File: src/rtl/serial_pkg.sv
// Shared types and helpers for the serial frame transmitter.
// Frame: start, data LSB first, XOR parity, stop.
package serial_pkg;

    typedef enum logic [2:0] {
        IDLE   = 3'd0,
        START  = 3'd1,
        DATA   = 3'd2,
        PARITY = 3'd3,
        STOP   = 3'd4
    } tx_state_t;

    localparam logic LINE_IDLE  = 1'b1;
    localparam logic LINE_START = 1'b0;

    localparam int MAX_WIDTH = 64;

    // Callers zero-extend narrower words; the extra zeros do not change XOR.
    function automatic logic calc_parity(
        input logic [MAX_WIDTH-1:0] word,
        input logic                 odd
    );
        return (^word) ^ odd;
    endfunction

endpackage

File: src/rtl/bit_timer.sv
// Bit-period cycle counter; ticks on the last cycle of each bit.
// Held at zero while run is low.
module bit_timer #(
    parameter int CLKS_PER_BIT = 4
) (
    input  logic clk,
    input  logic reset,
    input  logic run,
    output logic tick
);

    localparam int CW = (CLKS_PER_BIT > 1) ? $clog2(CLKS_PER_BIT) : 1;
    localparam logic [CW-1:0] LAST = CW'(CLKS_PER_BIT - 1);

    logic [CW-1:0] cnt_q;
    logic [CW-1:0] cnt_d;

    assign tick = run && (cnt_q == LAST);

    always_comb begin
        cnt_d = cnt_q;
        if (!run || tick) begin
            cnt_d = '0;
        end else begin
            cnt_d = cnt_q + 1'b1;
        end
    end

    always_ff @(posedge clk or negedge reset) begin
        if (!reset) begin
            cnt_q <= '0;
        end else begin
            cnt_q <= cnt_d;
        end
    end

endmodule

File: src/rtl/serial_tx.sv
// Parallel-to-serial frame transmitter with valid/ready input.
// txd and busy are registered from the next-state decode.
module serial_tx
    import serial_pkg::*;
#(
    parameter int WIDTH        = 8,
    parameter int CLKS_PER_BIT = 4,
    parameter bit PARITY_ODD   = 1'b0
) (
    input  logic             clk,
    input  logic             reset,
    input  logic [WIDTH-1:0] din,
    input  logic             din_valid,
    output logic             din_ready,
    output logic             txd,
    output logic             busy
);

    localparam int BW = $clog2(WIDTH + 1);
    localparam logic [BW-1:0] LAST_BIT = BW'(WIDTH - 1);

    tx_state_t        state_q, state_d;
    logic [WIDTH-1:0] shift_q, shift_d;
    logic [BW-1:0]    bitcnt_q, bitcnt_d;
    logic             par_q, par_d;
    logic             txd_q, txd_d;
    logic             busy_q, busy_d;
    logic             tick;
    logic             run;

    assign run       = (state_q != IDLE);
    assign din_ready = (state_q == IDLE);
    assign txd       = txd_q;
    assign busy      = busy_q;

    bit_timer #(
        .CLKS_PER_BIT(CLKS_PER_BIT)
    ) u_timer (
        .clk  (clk),
        .reset(reset),
        .run  (run),
        .tick (tick)
    );

    always_comb begin
        state_d  = state_q;
        shift_d  = shift_q;
        bitcnt_d = bitcnt_q;
        par_d    = par_q;
        unique case (state_q)
            IDLE: begin
                if (din_valid) begin
                    state_d  = START;
                    shift_d  = din;
                    bitcnt_d = '0;
                    par_d    = calc_parity(MAX_WIDTH'(din), PARITY_ODD);
                end
            end
            START: begin
                if (tick) begin
                    state_d = DATA;
                end
            end
            DATA: begin
                if (tick) begin
                    shift_d  = shift_q >> 1;
                    bitcnt_d = bitcnt_q + 1'b1;
                    if (bitcnt_q == LAST_BIT) begin
                        state_d = PARITY;
                    end
                end
            end
            PARITY: begin
                if (tick) begin
                    state_d = STOP;
                end
            end
            STOP: begin
                if (tick) begin
                    state_d  = IDLE;
                    bitcnt_d = '0;
                end
            end
            default: begin
                state_d = IDLE;
            end
        endcase
    end

    // Line level is decoded from the state being entered so it is registered.
    always_comb begin
        txd_d  = LINE_IDLE;
        busy_d = (state_d != IDLE);
        unique case (state_d)
            IDLE:    txd_d = LINE_IDLE;
            START:   txd_d = LINE_START;
            DATA:    txd_d = shift_d[0];
            PARITY:  txd_d = par_d;
            STOP:    txd_d = LINE_IDLE;
            default: txd_d = LINE_IDLE;
        endcase
    end

    always_ff @(posedge clk or negedge reset) begin
        if (!reset) begin
            state_q  <= IDLE;
            shift_q  <= '0;
            bitcnt_q <= '0;
            par_q    <= 1'b0;
            txd_q    <= LINE_IDLE;
            busy_q   <= 1'b0;
        end else begin
            state_q  <= state_d;
            shift_q  <= shift_d;
            bitcnt_q <= bitcnt_d;
            par_q    <= par_d;
            txd_q    <= txd_d;
            busy_q   <= busy_d;
        end
    end

endmodule
File: config.mk
export PLATFORM = sky130hd
export DESIGN_NAME = serial_tx
export DESIGN_NICKNAME = d
export VERILOG_FILES = /design/src/rtl/serial_pkg.sv /design/src/rtl/bit_timer.sv /design/src/rtl/serial_tx.sv
export SDC_FILE = /design/constraint.sdc
export NUM_CORES = 1
export LEC_CHECK = 0
export CAP_MARGIN = 30
export CORE_ASPECT_RATIO = 1.2
export CORE_MARGIN = 8
export CORE_UTILIZATION = 53
export DETAILED_ROUTE_END_ITERATION = 10
export GPL_ROUTABILITY_DRIVEN = 0
export PLACE_DENSITY_LB_ADDON = 0.25
export RECOVER_POWER = 25
export SLEW_MARGIN = 20
export SYNTH_ARGS = -nofsm -noshare
export SYNTH_HDL_FRONTEND = slang
export SYNTH_SLANG_ARGS = --single-unit
File: constraint.sdc
create_clock -name clk -period 1.9 [get_ports clk]
set_clock_uncertainty 0.1 [all_clocks]
set_input_delay 0.285 -clock clk [delete_from_list [all_inputs] [get_ports clk]]
set_output_delay 0.285 -clock clk [all_outputs]
set_load 0.1 [all_outputs]
==> results.toml <==
[status]
status = "completed"

[logic_synthesis]
netlist_area_sq_um = 1060
synth_simple_gate_area_share_pct = 17.1
synth.avg_cell_area_sq_um = 11.6
synthAdderAreaFrac_pct = 2.37
postSynthCellCount = 91
ys_seq_area_share_pct = 47.5
ys_ff_latch = 20
syn_nets = 104
synth_top_family_by_area = "compound AO/OA/AOI/OAI gates"
synth-compound-area-share_pct = 18.2
synth.distinct_cells = 36
yosys_warnings = 0
synth_xor_area_share_pct = 6.64
synthMuxAreaShare_pct = 1.07

[cells_and_area]
drive_above_1_share_pct = 23.4
fin_nets = 121
mostFrequentLayoutCell = "dfrtp_1"
syn_to_final_growth_pct = 20.3
n_fill_cell = 135
n_antenna_cell = 0
final_cell_mix = "dfrtp_1, clkdlybuf4s50_1, a222oi_1, xnor2_1, inv_1"

[worst_setup_path]
cp.arrival_ps = 1450
cp.required_ps = 1510
crit_start = "state_q[2]"
rr_endpoint = "busy"
crit_type = "register to output port"
endpoint = "din_ready"
worst_setup_path_start_kind = "register"
reg2reg_from = "u_timer.cnt_q[0]"
end_kind = "output port"
path_max_fanout = 7
regToRegSetupSlack_ps = 200
rr_worst_depth = 5

[sta]
tightest_slew_ps = 591
period_share_pct = 96.8
rsz0062_at_grt = "false"
setup_tns_ps = 0
max_freq_mhz = 544
slew_violations = 0
finalCriticalPeriod_ps = 1840
hold_violations = 0
setup_viol = 0
slew_headroom_pct = 60.6

[detailed_routing]
vias = 771
dr_wl_met3_um = 81
met1_length_um = 818
ant_nets = 0
wl_per_cell_um = 16.2
wl_um = 2040
wl_met2_um = 1070
drc_errors = 0
drt_iter0_drc = 24
dr.max_layer_used = "met4"
vias_per_cell = 6.12
first_pass_iters = 4

[grt]
antenna_found_initial = 0
grt_max_degree = 13
grt_pass1_vias = 820
gr-total-overflow = 0
track_usage_pct = 11.7
grt_pass1_wl_um = 3490

[run]
max_cap_violations = 0

[die]
die-area_sq_um = 3680
die_w_um = 56.7
placementRows = 17
chipHeight_um = 64.9
initial_core_util_pct = 57.1
coreArea_sq_um = 1850
ios = 14

[power_and_ir_drop]
switching_share_pct = 19.1
powerDensity_nw_per_um2 = 662
finalPower_mw = 0.840
comb_power_share_pct = 7.8
p_leak_nw = 0.558
clkPwrFrac_pct = 40.9
vdd_drop_max_uv = 464
power_frac_seq_pct = 51.3
power.switching_mw = 0.161
p_int_mw = 0.680

[clock_network]
ctsHoldBuffers = 0
max-clock-path-buffers = 2
clock-root-buffer = "clkbuf_4"
htree_levels = 1
cts_tree = "built"
clk_pin_slew_ps = 120
clk_latency_ps = 310
cts_made_buffers = 3
cts.sinks = 20

[hold_path]
hp-class = "input pin to asynchronous set/reset pin"

[place]
hpwl_um = 1570
port_buffers = 13
[stage by stage]
stage	setup WS (ps)	area, sq um	utilization [%]	instances	hold slack, ps
floorplan	145	1070	-	91	-111
global placement	126	1220	65.9	122	328
detailed placement	111	1220	65.9	122	352
CTS	16.0	1270	68.8	126	176
global route	21.5	1270	68.6	126	286
finish	60.7	1270	68.6	126	229
[worst min path at each step]
stage                      from               end  slack (ps)  cells after the start
2_1_floorplan             reset       bitcnt_q[0]        -110                      0
3_3_place_gp   u_timer.cnt_q[0]  u_timer.cnt_q[0]         330                      1
3_5_place_dp   u_timer.cnt_q[0]  u_timer.cnt_q[0]         350                      1
4_1_cts                   reset        shift_q[0]         180                      1
5_1_grt                   reset        shift_q[0]         290                      1
6_report                  reset        shift_q[0]         230                      1
[state kept, by name, indices dropped and copies added (netlist names)]
name,count
bitcnt_q,4
u_timer.cnt_q,2
txd,1
par_q,1
busy,1
state_q,3
shift_q,8
[routing by layer]
layer / vias up / track usage, %
met5: - / 0
met4: 0 / 8.24
met3: 7 / 2.53
met2: 16 / 21.0
met1: 384 / 11.6
li1: 364 / -
[critical path, cell delays in order (launching register included)]
cell	delay, ps
dfrtp_2	500
buf_4	200
nor3_4	230
buf_12	210
[final cells by class]
cell class | count | area (sq um) | share of cell area, %
Multi-Input combinational cell | 59 | 490 | 38.6
Timing Repair Buffer | 17 | 174 | 13.7
Sequential cell | 20 | 503 | 39.6
Clock inverter | 1 | 30.0 | 2.36
Clock buffer | 3 | 22.5 | 1.77
Inverter | 7 | 26.3 | 2.07
Tap cell | 19 | 23.8 | 1.87
[cells by family (layout without fill, tap and decap cells)]
| family | after synthesis | in the layout |
|---|---|---|
| adder cells (fa/ha/maj) | 2 | 2 |
| AO/OA/AOI/OAI | 21 | 21 |
| buffers and inverters | 12 | 28 |
| multiplexers | 1 | 1 |
| XOR/XNOR | 8 | 8 |
| flip-flops | 20 | 20 |
| AND/OR/NAND/NOR | 27 | 27 |
[timing repair]
| action | CTS | global route |
|---|---|---|
| gates resized for setup | 0 | 1 |
| setup buffers | 0 | 0 |
| endpoints found under the setup margin | 0 | 1 |
[power groups by stage]
stage	logic, mW	registers (mW)	clock network (mW)
6_report	0.0653	0.431	0.344
4_1_cts	0.0675	0.431	0.351
3_5_place_dp	0.0659	0.439	0
2_1_floorplan	0.0286	0.438	0
5_1_grt	0.0703	0.432	0.363
3_3_place_gp	0.0643	0.439	0
[Yosys cell counts]
| library cell | instances | area [sq um] |
|---|---|---|
| dfrtp_1 | 19 | 475 |
| a222oi_1 | 7 | 70.1 |
| inv_1 | 7 | 26.3 |
| xnor2_1 | 7 | 61.3 |
| nand2_1 | 4 | 15.0 |
| buf_6 | 3 | 33.8 |
| nand3b_1 | 3 | 22.5 |
| nor2_1 | 3 | 11.3 |
| a21oi_1 | 2 | 10.0 |
| a22o_1 | 2 | 17.5 |
| and2_4 | 2 | 17.5 |
| buf_4 | 2 | 15.0 |
| ha_1 | 2 | 25.0 |
| nand3_1 | 2 | 10.0 |
| nor2b_1 | 2 | 12.5 |
| nor3_1 | 2 | 10.0 |
| nor3b_1 | 2 | 15.0 |
| o21ai_0 | 2 | 10.0 |
| a21bo_2 | 1 | 10.0 |
| a21oi_2 | 1 | 8.76 |
| a221oi_1 | 1 | 8.76 |
| a31oi_1 | 1 | 6.26 |
| a41oi_2 | 1 | 16.3 |
| dfstp_2 | 1 | 26.3 |
| mux2_2 | 1 | 11.3 |
| nand4b_1 | 1 | 8.76 |
| nor2_2 | 1 | 6.26 |
| nor2_4 | 1 | 11.3 |
| nor3b_2 | 1 | 12.5 |
| nor4b_2 | 1 | 15.0 |
| o21ai_4 | 1 | 16.3 |
| o21bai_2 | 1 | 11.3 |
| o31ai_1 | 1 | 7.51 |
| or2_0 | 1 | 6.26 |
| or3_1 | 1 | 6.26 |
| xor2_1 | 1 | 8.76 |
Power figures use the tool's default switching activity.
